## src/rtl/imem_pkg.sv

```systemverilog
// Shared definitions for the instruction-memory load controller.
//   IMEM_DEPTH / IMEM_WIDTH : default IMEM geometry (words / bits per word)
//   CNT_W                   : width of the shared clear/load counter and len
//   imem_state_t            : controller FSM state encoding
package imem_pkg;

  localparam int IMEM_DEPTH = 64;
  localparam int IMEM_WIDTH = 16;
  localparam int CNT_W      = 7;

  typedef enum logic [1:0] {
    ST_IDLE  = 2'd0,
    ST_CLEAR = 2'd1,
    ST_LOAD  = 2'd2,
    ST_FLUSH = 2'd3
  } imem_state_t;

endpackage

```

## src/rtl/imem_load_ctrl.sv

```systemverilog
// Instruction-memory load controller. IMEM is an external shift register of
// DEPTH words; every shift_enable cycle pushes new_value into IMEM[0].
// A load first shifts DEPTH zeros through the IMEM (CLEAR), then streams up to
// len source words in with a valid/ready handshake (LOAD), spends one cycle in
// FLUSH and pulses done on return to IDLE.
//
// Ports:
//   clk, rst          clock, asynchronous active-high reset
//   start, len        load request and word count (1..DEPTH), taken in IDLE
//   abort             cancel an active operation (sets err)
//   in_valid/in_data  source word stream
//   in_ready          controller accepts a word (LOAD only)
//   shift_enable      registered IMEM shift strobe
//   new_value         registered word shifted into IMEM[0]
//   busy              any state other than IDLE
//   done              one-cycle completion pulse
//   err               sticky error (bad len or abort), cleared by a good start
//   loaded_count      words accepted in the current or last load
module imem_load_ctrl
  import imem_pkg::*;
#(
  parameter int DEPTH = IMEM_DEPTH,
  parameter int WIDTH = IMEM_WIDTH
) (
  input  logic             clk,
  input  logic             rst,
  input  logic             start,
  input  logic [CNT_W-1:0] len,
  input  logic             abort,
  input  logic             in_valid,
  input  logic [WIDTH-1:0] in_data,
  output logic             in_ready,
  output logic             shift_enable,
  output logic [WIDTH-1:0] new_value,
  output logic             busy,
  output logic             done,
  output logic             err,
  output logic [CNT_W-1:0] loaded_count
);

  localparam logic [CNT_W:0]   DEPTH_C    = (CNT_W+1)'(DEPTH);
  localparam logic [CNT_W-1:0] LAST_CLEAR = CNT_W'(DEPTH - 1);

  imem_state_t      state;
  logic [CNT_W-1:0] cnt;
  logic [CNT_W-1:0] len_q;
  logic             len_ok;
  logic             hs;

  assign len_ok = (len != '0) && ({1'b0, len} <= DEPTH_C);
  assign hs     = in_valid && in_ready;
  assign busy   = (state != ST_IDLE);

  // The counter tracks clear cycles while in CLEAR; hide that progress so
  // loaded_count reads as the freshly cleared word count.
  assign loaded_count = (state == ST_CLEAR) ? '0 : cnt;

  always_ff @(posedge clk or posedge rst) begin
    if (rst) begin
      state        <= ST_IDLE;
      cnt          <= '0;
      len_q        <= '0;
      in_ready     <= 1'b0;
      shift_enable <= 1'b0;
      new_value    <= '0;
      done         <= 1'b0;
      err          <= 1'b0;
    end else begin
      done         <= 1'b0;
      shift_enable <= 1'b0;
      case (state)
        ST_IDLE: begin
          in_ready <= 1'b0;
          if (start) begin
            if (len_ok) begin
              len_q        <= len;
              cnt          <= '0;
              err          <= 1'b0;
              state        <= ST_CLEAR;
              // First zero shift is issued in the cycle right after start.
              shift_enable <= 1'b1;
              new_value    <= '0;
            end else begin
              err <= 1'b1;
            end
          end
        end
        ST_CLEAR: begin
          if (abort) begin
            state <= ST_IDLE;
            err   <= 1'b1;
            cnt   <= '0;
          end else if (cnt == LAST_CLEAR) begin
            state    <= ST_LOAD;
            in_ready <= 1'b1;
            cnt      <= '0;
          end else begin
            shift_enable <= 1'b1;
            new_value    <= '0;
            cnt          <= cnt + CNT_W'(1);
          end
        end
        ST_LOAD: begin
          if (abort) begin
            // A handshake coinciding with abort is dropped.
            state    <= ST_IDLE;
            err      <= 1'b1;
            in_ready <= 1'b0;
          end else if (hs && (cnt < len_q)) begin
            shift_enable <= 1'b1;
            new_value    <= in_data;
            cnt          <= cnt + CNT_W'(1);
            if ((cnt + CNT_W'(1)) == len_q) begin
              in_ready <= 1'b0;
              state    <= ST_FLUSH;
            end
          end
        end
        ST_FLUSH: begin
          in_ready <= 1'b0;
          state    <= ST_IDLE;
          if (abort) err  <= 1'b1;
          else       done <= 1'b1;
        end
        default: begin
          state    <= ST_IDLE;
          in_ready <= 1'b0;
        end
      endcase
    end
  end

endmodule

```

## config.mk

```make
export PLATFORM = sky130hd
export DESIGN_NAME = imem_load_ctrl
export DESIGN_NICKNAME = d
export VERILOG_FILES = /design/src/rtl/imem_pkg.sv /design/src/rtl/imem_load_ctrl.sv
export SDC_FILE = /design/constraint.sdc
export NUM_CORES = 1
export LEC_CHECK = 0
export CAP_MARGIN = 30
export CELL_PAD_IN_SITES_DETAIL_PLACEMENT = 1
export CELL_PAD_IN_SITES_GLOBAL_PLACEMENT = 2
export CORE_ASPECT_RATIO = 0.75
export CORE_MARGIN = 8
export CORE_UTILIZATION = 29
export DETAILED_ROUTE_END_ITERATION = 12
export GPL_TIMING_DRIVEN = 1
export PLACE_DENSITY_LB_ADDON = 0.1
export SLEW_MARGIN = 0
export SYNTH_ARGS = -nofsm -noshare
export SYNTH_HDL_FRONTEND = slang
export SYNTH_SLANG_ARGS = --single-unit
```

## constraint.sdc

```tcl
create_clock -name clk -period 2.7 [get_ports clk]
set_input_delay 0.54 -clock clk [delete_from_list [all_inputs] [get_ports clk]]
set_output_delay 0.54 -clock clk [all_outputs]
set_load 0.005 [all_outputs]
```

==> out/metrics.yaml <==
wl_mm: 6.03
final_antenna_net_count: 0
timing_worst_setup_path_type: "reg2reg"
rows: 27
cts-resized-gates: 0
mostFrequentLayoutCells: "55 x clkdlybuf4s50_1, 36 x dfrtp_1, 35 x nand2_1"
drive_gt1_share_pct: 8.75
use_met3_pct: 3.37
status: "completed"
seq_area_frac_synth_pct: 40.9
met2_usage_pct: 16.4
synth_edf_count: 0
root_buffer: "clkbuf_8"
synth_top_area_share_pct: 40.9
grt_pass1_wl_mm: 10.2
switchingPower_mw: 0.886
finalSetupViolCount: 0
ctsHoldBuffers: 0
end_kind: "flip-flop"
p_comb_share_pct: 51.2
critPathLaunchType: "flip-flop"
relSlewSlack_pct: 60.1
syn_avg_cell_area_um2: 9.42
synthSimpleGateAreaFrac_pct: 18.5
fmax_ghz: 0.411
design_area_mm2: 0.00299
cts_max_path_buffers: 2
ys_warn_count: 0
htree_levels: 2
io-pin-count: 56
synthAdderAreaFrac_pct: 7.95
layout_commonest_cell: "clkdlybuf4s50_1"
track_usage_pct: 12.0
worstPathArrival_ns: 2.64
post-route-util_pct: 40.6
grt_setup_unrepaired: "false"
gr-total-overflow: 0
whs_ns: 0.517
drc_errors: 0
vias_per_cell: 4.60
clk_latency_ns: 0.28
max_cap_violations: 0
start_util_pct: 29.9
post_dp_cell_area_mm2: 0.00291
grt_pass1_vias: 1958
netlist_instances: 234
die_x_um: 117
wl_per_cell_um: 15.1
synthTopCellsByArea: "dfrtp_1 41%, mux2i_1 8.2%, ha_1 8.0%"
cp.required_ns: 2.90
first_pass_iters: 4
fin_nets: 339
cp_max_fo: 7
ys_ff_latch: 36
cts_tree: "yes"
via_count: 1832
synth_top_family_by_area: "simple AND/OR/NAND/NOR gates"
period_needed_ns: 2.43
clkSlewWorstSetupHoldPaths_ns: 0.07
ys_async_sr_fraction_pct: 100
tightest_slew_ns: 0.595
die-height_um: 91.5
grt_busiest_layer: "met1"
use_met1_pct: 18.2
drtIter0Drc: 52
slew_violations: 0
grt_antenna_before_repair: 0
fin_crit_sh_pct: 90.2
place.port_buffers: 55
finalClockSkew_ns: 0.00743
syn_nets: 276
p_per_area_mw_per_mm2: 785
post_cts_buffers: 0
ir_drop_uv: 301
hold_path.class: "reg2reg"
dp_hpwl_mm: 4.82
synthMuxAreaShare_pct: 8.69
fin_tns_setup_ns: 0
yosysUniqueCellTypes: 49
sequentialPowerShare_pct: 33.6
area_delta_synth_final_pct: 35.8
cts_num_sinks: 36
gp_congestion: 0.726
diodes: 0
clockPowerShare_pct: 15.2
synth_top_area_cell: "dfrtp_1"
cts_buffers: 5
p_sw_share_pct: 37.7
hold_viol_final: 0
min_path_cells: 2
coreArea_mm2: 0.00736
synth_compound_area_share_pct: 14.0
p_leak_nw: 1.31
synth_xor_area_share_pct: 2.78
r2r_cells: 7
synthFlopType: "dfrtp_1"
cellInternalPower_mw: 1.46
synth_area_mm2: 0.00220
dieArea_mm2: 0.0107
grt_max_degree: 37
-- sequential cells by signal, summed over array words and instances, names as in the netlist --
register,count
cnt,7
done,1
in_ready,1
len_q,7
state,2
shift_enable,1
err,1
new_value,16
-- layer usage --
metal  wire length (µm)  up-vias
met4                 15        0
met5                  0        -
met1               3310      870
li1                   -      918
met3                345        2
met2               2360       42
-- final cells by class --
cell class / count / area (µm²)
inverter: 30 / 113
fill: 889 / 4370
sequential: 36 / 901
clock buffer: 6 / 72.6
clock inverter: 1 / 5.00
tap: 101 / 126
timing repair buffer: 64 / 631
multi-input combinational: 160 / 1140
-- power groups by stage --
stage          registers, mW  logic [mW]  clock network (mW)
6_report               0.789        1.20               0.357
5_1_grt                0.813        1.35               0.396
4_1_cts                0.792        1.23               0.376
3_5_place_dp           0.801        1.22                   0
3_3_place_gp           0.798        1.21                   0
2_1_floorplan          0.779       0.737                   0
-- path summary, 6_finish.rpt --
kind	start	to	slack, ns
max	cnt[1]	state[1]	0.27
min	new_value[13]	new_value[13]	0.52
max reg2reg	cnt[1]	state[1]	0.27
min reg2reg	new_value[13]	new_value[13]	0.52
max in group asynchronous	rst	len_q[1]	1.69
min in group asynchronous	rst	new_value[14]	0.67
-- synth_stat cells, types with 2 or more instances --
library cell,number
buf_4,2
nand2_1,35
nand3_1,5
nand4b_1,2
nor2_1,11
inv_1,30
mux2i_1,18
nor3_1,3
ha_1,14
nand4_1,2
and3_1,2
clkbuf_1,4
nor2b_1,8
o31a_1,3
dfrtp_1,36
o21ai_0,13
nand3b_1,2
o21a_1,3
xor2_1,3
a21oi_1,4
xnor2_1,4
a32o_1,3
-- cell families after synthesis --
family / count (synthesis)
AO/OA/AOI/OAI: 40
XOR/XNOR: 7
AND/OR/NAND/NOR: 80
flip-flops: 36
buffers and inverters: 38
multiplexers: 19
adder cells (fa/ha/maj): 14
-- worst max-delay path: stages (launching register included) --
cell and delay, ns:
dfrtp_1 0.46, ha_1 0.31, nand3_2 0.15, or3_4 0.43, a2111oi_4 0.36, nand4_2 0.20, a21oi_2 0.24, mux2i_1 0.21
-- through the flow --
step | power, mW | instances | setup WS, ns
after CTS | 2.40 | 398 | 0.244
after global placement | 2.01 | 391 | 0.159
after floorplan | 1.52 | 234 | 0.615
after detailed placement | 2.02 | 391 | 0.0751
final | 2.35 | 398 | 0.266
after global routing | 2.56 | 398 | 0.119
Note: power is estimated with default switching activity, not from simulation.
